$ cat config.mk
export PLATFORM = sky130hd
export DESIGN_NAME = uart_rpn_input
export DESIGN_NICKNAME = d
export VERILOG_FILES = /design/src/rtl/uart_rpn_pkg.sv /design/src/rtl/uart_rx_byte.sv /design/src/rtl/uart_rpn_input.sv
export SDC_FILE = /design/constraint.sdc
export NUM_CORES = 1
export LEC_CHECK = 0
export ABC_AREA = 1
export CAP_MARGIN = 20
export CELL_PAD_IN_SITES_DETAIL_PLACEMENT = 0
export CELL_PAD_IN_SITES_GLOBAL_PLACEMENT = 1
export CORE_MARGIN = 2
export CORE_UTILIZATION = 40
export CTS_BUF_LIST = sky130_fd_sc_hd__clkbuf_16
export DETAILED_ROUTE_END_ITERATION = 10
export HOLD_SLACK_MARGIN = 0.03
export PLACE_DENSITY = 0.83
export SYNTH_ARGS = -nofsm -noshare
export SYNTH_HDL_FRONTEND = slang
export SYNTH_SLANG_ARGS = --single-unit
$ cat constraint.sdc
create_clock -name clk -period 1.8 [get_ports clk]
set_input_delay 0.18 -clock clk [delete_from_list [all_inputs] [get_ports clk]]
set_output_delay 0.18 -clock clk [all_outputs]
set_load 0.01 [all_outputs]
$ cat src/rtl/uart_rpn_pkg.sv
// Shared types, ASCII constants and the hex digit decoder for the UART RPN input path.
package uart_rpn_pkg;

  typedef enum logic [2:0] {IDLE, START, DATA, STOP, WAIT_IDLE} rx_state_t;

  localparam logic [7:0] ASCII_CR  = 8'h0D;
  localparam logic [7:0] ASCII_BS  = 8'h08;
  localparam logic [7:0] ASCII_DEL = 8'h7F;

  // Returns {valid, nibble}; accepts 0-9, A-F and a-f.
  function automatic logic [4:0] hex_decode(input logic [7:0] b);
    logic [4:0] r;
    r = 5'b0;
    if (b >= 8'h30 && b <= 8'h39) begin
      r = {1'b1, b[3:0]};
    end else if ((b >= 8'h41 && b <= 8'h46) || (b >= 8'h61 && b <= 8'h66)) begin
      r = {1'b1, b[3:0] + 4'd9};
    end
    return r;
  endfunction

endpackage

$ cat src/rtl/uart_rx_byte.sv
// 8N1 UART byte receiver: 2-FF rx synchronizer, mid-bit sampling FSM,
// one-cycle byte_valid and frame_err pulses.
module uart_rx_byte
  import uart_rpn_pkg::*;
#(
  parameter int unsigned CLK_FREQ = 100_000_000,
  parameter int unsigned BAUD     = 115200
) (
  input  logic       clk,
  input  logic       reset,
  input  logic       rx,
  output logic [7:0] rx_byte,
  output logic       byte_valid,
  output logic       frame_err
);

  localparam int unsigned CLKS_PER_BIT = CLK_FREQ / BAUD;
  localparam int unsigned HALF         = CLKS_PER_BIT / 2;
  localparam int unsigned CW           = $clog2(CLKS_PER_BIT + 1);
  localparam logic [CW-1:0] CNT_BIT  = CW'(CLKS_PER_BIT - 1);
  localparam logic [CW-1:0] CNT_HALF = CW'(HALF - 1);

  rx_state_t   state_q, state_d;
  logic [CW-1:0] cnt_q, cnt_d;
  logic [2:0]  bit_q, bit_d;
  logic [7:0]  shift_q, shift_d;
  logic        valid_q, valid_d;
  logic        ferr_q, ferr_d;
  logic        rx_meta, rx_sync;

  always_ff @(posedge clk or posedge reset) begin
    if (reset) begin
      rx_meta <= 1'b1;
      rx_sync <= 1'b1;
      state_q <= IDLE;
      cnt_q   <= '0;
      bit_q   <= '0;
      shift_q <= '0;
      valid_q <= 1'b0;
      ferr_q  <= 1'b0;
    end else begin
      rx_meta <= rx;
      rx_sync <= rx_meta;
      state_q <= state_d;
      cnt_q   <= cnt_d;
      bit_q   <= bit_d;
      shift_q <= shift_d;
      valid_q <= valid_d;
      ferr_q  <= ferr_d;
    end
  end

  always_comb begin
    state_d = state_q;
    cnt_d   = cnt_q;
    bit_d   = bit_q;
    shift_d = shift_q;
    valid_d = 1'b0;
    ferr_d  = 1'b0;
    unique case (state_q)
      IDLE: begin
        if (!rx_sync) begin
          cnt_d   = '0;
          bit_d   = '0;
          state_d = START;
        end
      end
      START: begin
        if (cnt_q == CNT_HALF) begin
          cnt_d   = '0;
          state_d = rx_sync ? IDLE : DATA;
        end else begin
          cnt_d = cnt_q + CW'(1);
        end
      end
      DATA: begin
        if (cnt_q == CNT_BIT) begin
          cnt_d   = '0;
          shift_d = {rx_sync, shift_q[7:1]};
          if (bit_q == 3'd7) state_d = STOP;
          else               bit_d   = bit_q + 3'd1;
        end else begin
          cnt_d = cnt_q + CW'(1);
        end
      end
      STOP: begin
        if (cnt_q == CNT_BIT) begin
          cnt_d = '0;
          if (rx_sync) begin
            valid_d = 1'b1;
            state_d = IDLE;
          end else begin
            ferr_d  = 1'b1;
            state_d = WAIT_IDLE;
          end
        end else begin
          cnt_d = cnt_q + CW'(1);
        end
      end
      WAIT_IDLE: begin
        if (rx_sync) state_d = IDLE;
      end
      default: state_d = IDLE;
    endcase
  end

  assign rx_byte    = shift_q;
  assign byte_valid = valid_q;
  assign frame_err  = ferr_q;

endmodule

$ cat src/rtl/uart_rpn_input.sv
// Hex-digit accumulator fed by a UART; CR commits the word to DataIn and holds Enter high.
// Optional macro UART_BACKSPACE_EN enables BS/DEL removing the last digit.
module uart_rpn_input
  import uart_rpn_pkg::*;
#(
  parameter int unsigned CLK_FREQ   = 100_000_000,
  parameter int unsigned BAUD       = 115200,
  parameter int unsigned ENTER_HOLD = 8
) (
  input  logic        clk,
  input  logic        reset,
  input  logic        rx,
  output logic [15:0] DataIn,
  output logic        Enter,
  output logic [2:0]  DigitCount,
  output logic        FrameErr
);

  localparam int unsigned HW = $clog2(ENTER_HOLD + 1);

  logic [7:0]    rx_byte;
  logic          byte_valid;
  logic [4:0]    dec;
  logic [15:0]   shadow_q, shadow_d;
  logic [15:0]   data_q, data_d;
  logic [2:0]    count_q, count_d;
  logic [HW-1:0] hold_q, hold_d;

  uart_rx_byte #(
    .CLK_FREQ (CLK_FREQ),
    .BAUD     (BAUD)
  ) u_rx (
    .clk        (clk),
    .reset      (reset),
    .rx         (rx),
    .rx_byte    (rx_byte),
    .byte_valid (byte_valid),
    .frame_err  (FrameErr)
  );

  assign dec = hex_decode(rx_byte);

  always_ff @(posedge clk or posedge reset) begin
    if (reset) begin
      shadow_q <= '0;
      data_q   <= '0;
      count_q  <= '0;
      hold_q   <= '0;
    end else begin
      shadow_q <= shadow_d;
      data_q   <= data_d;
      count_q  <= count_d;
      hold_q   <= hold_d;
    end
  end

  always_comb begin
    shadow_d = shadow_q;
    data_d   = data_q;
    count_d  = count_q;
    hold_d   = (hold_q != '0) ? hold_q - HW'(1) : hold_q;
    if (byte_valid) begin
      if (dec[4]) begin
        shadow_d = {shadow_q[11:0], dec[3:0]};
        count_d  = (count_q == 3'd4) ? 3'd4 : count_q + 3'd1;
      end else if (rx_byte == ASCII_CR) begin
        // A CR during the hold window is dropped so Enter never stretches.
        if (hold_q == '0) begin
          if (count_q != 3'd0) data_d = shadow_q;
          shadow_d = '0;
          count_d  = '0;
          hold_d   = HW'(ENTER_HOLD);
        end
`ifdef UART_BACKSPACE_EN
      end else if ((rx_byte == ASCII_BS || rx_byte == ASCII_DEL) && count_q != 3'd0) begin
        shadow_d = {4'h0, shadow_q[15:4]};
        count_d  = count_q - 3'd1;
`endif
      end
    end
  end

  assign DataIn     = data_q;
  assign Enter      = (hold_q != '0);
  assign DigitCount = count_q;

endmodule
==> run_results.csv <==
group,metric,value,unit
global_routing,grt_util_met2,26.0,%
setup_path,startpoint_type,"flop",
synth,yosys_warnings,0,
global_routing,use_met3,3.92,%
timing,tightest_slew,0.367,ns
hold_path,min_path_type,"in -> reg",
cells_and_area,post-route-cell-area,0.00417,mm²
cts,clockBufferDepth,2,
setup_path,regToRegStartpoint,"u_rx.rx_byte[0]$_DFFE_PP0P_",
die,core,0.00822,mm²
setup_path,crit_chain,"inv_2 > ha_1 > inv_1 > nor2_1 > nand2_1 > nor2_1 > nor2_1 > nand2_2 > nand3_4 > nand2_8 > buf_4 > nand3_1 > nand2_1",
global_routing,grt_util_met1,19.0,%
pwr,leakagePower,2.06,nW
global_routing,grt_pass1_wl,11200,µm
synth,synth_cell_types,32,
routing,drtIter0Drc,128,
die,start_util,41.1,%
timing,hold_viol_final,0,
cells_and_area,nNetsFinal,478,
synth,syn-num-nets,435,
routing,ant_nets,0,
cts,cts_sinks,67,
timing,slew_headroom,75.4,%
synth,synth_area,0.00338,mm²
setup_path,cp_max_fo,7,
routing,wl,6520,µm
die,die_w,95.9,µm
die,rows,33,
pwr,power.density,801,mW/mm²
setup_path,reg2reg_depth,13,
synth,synthTopCellsByArea,"dfrtp_1 (48%), nand2_1 (13%), inv_1 (6.3%)",
synth,synthCells,420,
cts,clk_latency,0.32,ns
cells_and_area,n_antenna_cell,0,
synth,seq_area_frac_synth,49.7,%
job,cap_violations,0,
cells_and_area,n_fill_cell,793,
global_routing,grt_overflow,0,
global_routing,grt_pass1_vias,2560,
synth,ys_seq_elements,67,
setup_path,crit_top_cell,"nor2_1",
cts,cts_root_buf,"clkbuf_16",
cells_and_area,final_common_cell,"nand2_1",
die,die_h,95.9,µm
synth,avgSynthCellArea,8.04,µm²
global_routing,grtUsageTotal,15.5,%
global_routing,grt_max_degree,68,
timing,max_freq,0.581,GHz
routing,dr.pass1.iters,4,
setup_path,cp-end-kind,"flop",
cts,cts_made_buffers,9,
place,gp_congestion,0.924,
setup_path,cp.arrival,1.94,ns
routing,drc,0,
synth,synth_top_area_share,48.1,%
cells_and_area,layout.cells.most_common_list,"nand2_1 (116), dfrtp_1 (65), inv_1 (54), nand3_1 (40), nor2_1 (30)",
global_routing,antenna_found_initial,0,
global_routing,grt.busiest_layer,"met2",
cells_and_area,syn_to_final_growth,23.5,%
cts,clkSlewWorstSetupHoldPaths,0.06,ns
timing,finalClockSkew,0.00376,ns
routing,viasPerCell,4.84,
timing,period_share,95.6,%
timing,hold_ws,0.260,ns
hold_path,hold_start,"rx",
place,placed_area,0.00379,mm²
synth,synth_top_cell_by_area,"dfrtp_1",
status,outcome,"finished, final reports clean",
cts,ctsHtreeMaxLevel,3,
setup_path,cp-startpoint,"u_rx.rx_byte[0]$_DFFE_PP0P_",
hold_path,worstHoldPathCells,1,
die,dieArea,0.00920,mm²
timing,final_max_slew_viol_count,0,
place,io_buffer_count,23,
cells_and_area,fin_util,50.8,%
routing,vias,2774,
timing,setup_viol,0,
cells_and_area,drive_gt1_share,12.2,%
die,design.portCount,24,
pwr,ir_worst_vdd,461,µV
cts,cts_tree,"yes",
setup_path,critPathMaxStageDelay,0.43,ns
setup_path,crit_slowest_cell,"dfrtp_1",
routing,wl_per_cell,11.4,µm
setup_path,required,2.01,ns
timing,period_minus_slack,1.72,ns
setup_path,crit_type,"reg -> reg",
place,hpwl,4540,µm
[flip-flops by register name, indices dropped and copies added (netlist names)]
register         cells
DataIn              16
DigitCount           3
hold_q               4
shadow_q            16
u_rx.bit_q           3
u_rx.byte_valid      1
u_rx.cnt_q          10
u_rx.frame_err       1
u_rx.rx_byte         8
u_rx.rx_meta         1
u_rx.rx_sync         1
u_rx.state_q         3
[power breakdown]
group | internal (mW) | total, mW | switching, mW
Combinational | 0.00971 | 0.0415 | 0.0318
Clock | 1.10 | 1.79 | 0.693
Sequential | 1.51 | 1.51 | 0.00144
[worst max-delay path: cells and delay by family, from the launching register on]
family        cells  cell delay (ns)
simple gates      9             0.72
flops             1             0.43
fa+ha+maj         1             0.21
buf+inv           3             0.27
[logic make-up (layout without fill, tap and decap cells)]
| family | Yosys count | in the layout | share of synthesized area, % |
|---|---|---|---|
| AO/OA/AOI/OAI | 50 | 50 | 8.04 |
| XOR/XNOR | 6 | 6 | 1.56 |
| adder cells (fa/ha/maj) | 12 | 12 | 4.44 |
| buffers and inverters | 71 | 119 | 8.70 |
| flip-flops | 67 | 67 | 49.7 |
| multiplexers | 1 | 1 | 0.296 |
| AND/OR/NAND/NOR | 213 | 213 | 27.3 |
[worst paths after layout]
check / end / slack, ns
setup / recovery: shadow_q[8]$_DFFE_PP0P_ / 0.08
hold / removal: u_rx.rx_meta$_DFF_PP1_ / 0.26
max in group asynchronous: u_rx.rx_meta$_DFF_PP1_ / 1.17
hold reg to reg: u_rx.rx_sync$_DFF_PP1_ / 0.36
min in group asynchronous: DigitCount[1]$_DFFE_PP0P_ / 0.28
setup reg to reg: shadow_q[8]$_DFFE_PP0P_ / 0.08
[cell usage after synthesis, drive strengths merged]
master / instances
dfrtp: 65
o22ai: 2
nor2: 33
o31ai: 1
nand2: 121
xnor2: 3
mux2i: 1
inv: 60
a21o: 1
o211ai: 4
dfstp: 2
clkinv: 1
o21ai: 37
nand3: 42
buf: 7
ha: 12
nor3: 10
nand3b: 1
nor4: 1
a21oi: 5
clkbuf: 3
xor2: 3
nand4: 5
[stage by stage]
stage | setup slack, ns | instances | power, mW | TNS (ns)
after floorplan | 0.168 | 420 | 1.56 | 0
after global placement | 0.0677 | 551 | 1.58 | 0
after detailed placement | 0.0303 | 551 | 1.58 | 0
after CTS | 0.00536 | 567 | 3.39 | 0
after global routing | -0.0113 | 573 | 3.46 | -0.0204
final | 0.0785 | 573 | 3.34 | 0
[what timing repair did]
action                                 in CTS  in global routing
setup endpoints to repair                   1                 30
endpoints found under the hold margin       0                  0
buffers inserted                            0                  6
cloned                                      0                  0
gates resized for setup                     1                 10
hold buffers                                0                  0
pin swaps                                   0                  5
[cell type report]
class | instances | area [µm²] | area share [%]
clock buffer | 9 | 225 | 5.40
clock inverter | 7 | 83.8 | 2.01
inverter | 61 | 235 | 5.64
multi-input combinational | 282 | 1430 | 34.3
sequential | 67 | 1680 | 40.2
tap | 105 | 131 | 3.15
timing repair buffer | 42 | 388 | 9.30
[layer usage]
layer  wire length, µm  part of all wire, %  vias up
met4                95                  1.5        0
met5                 0                    0        -
met3               220                  3.4       12
met2              3230                   50       49
met1              2970                   46     1284
li1                  -                    -     1429
Power figures use the tool's default switching activity.
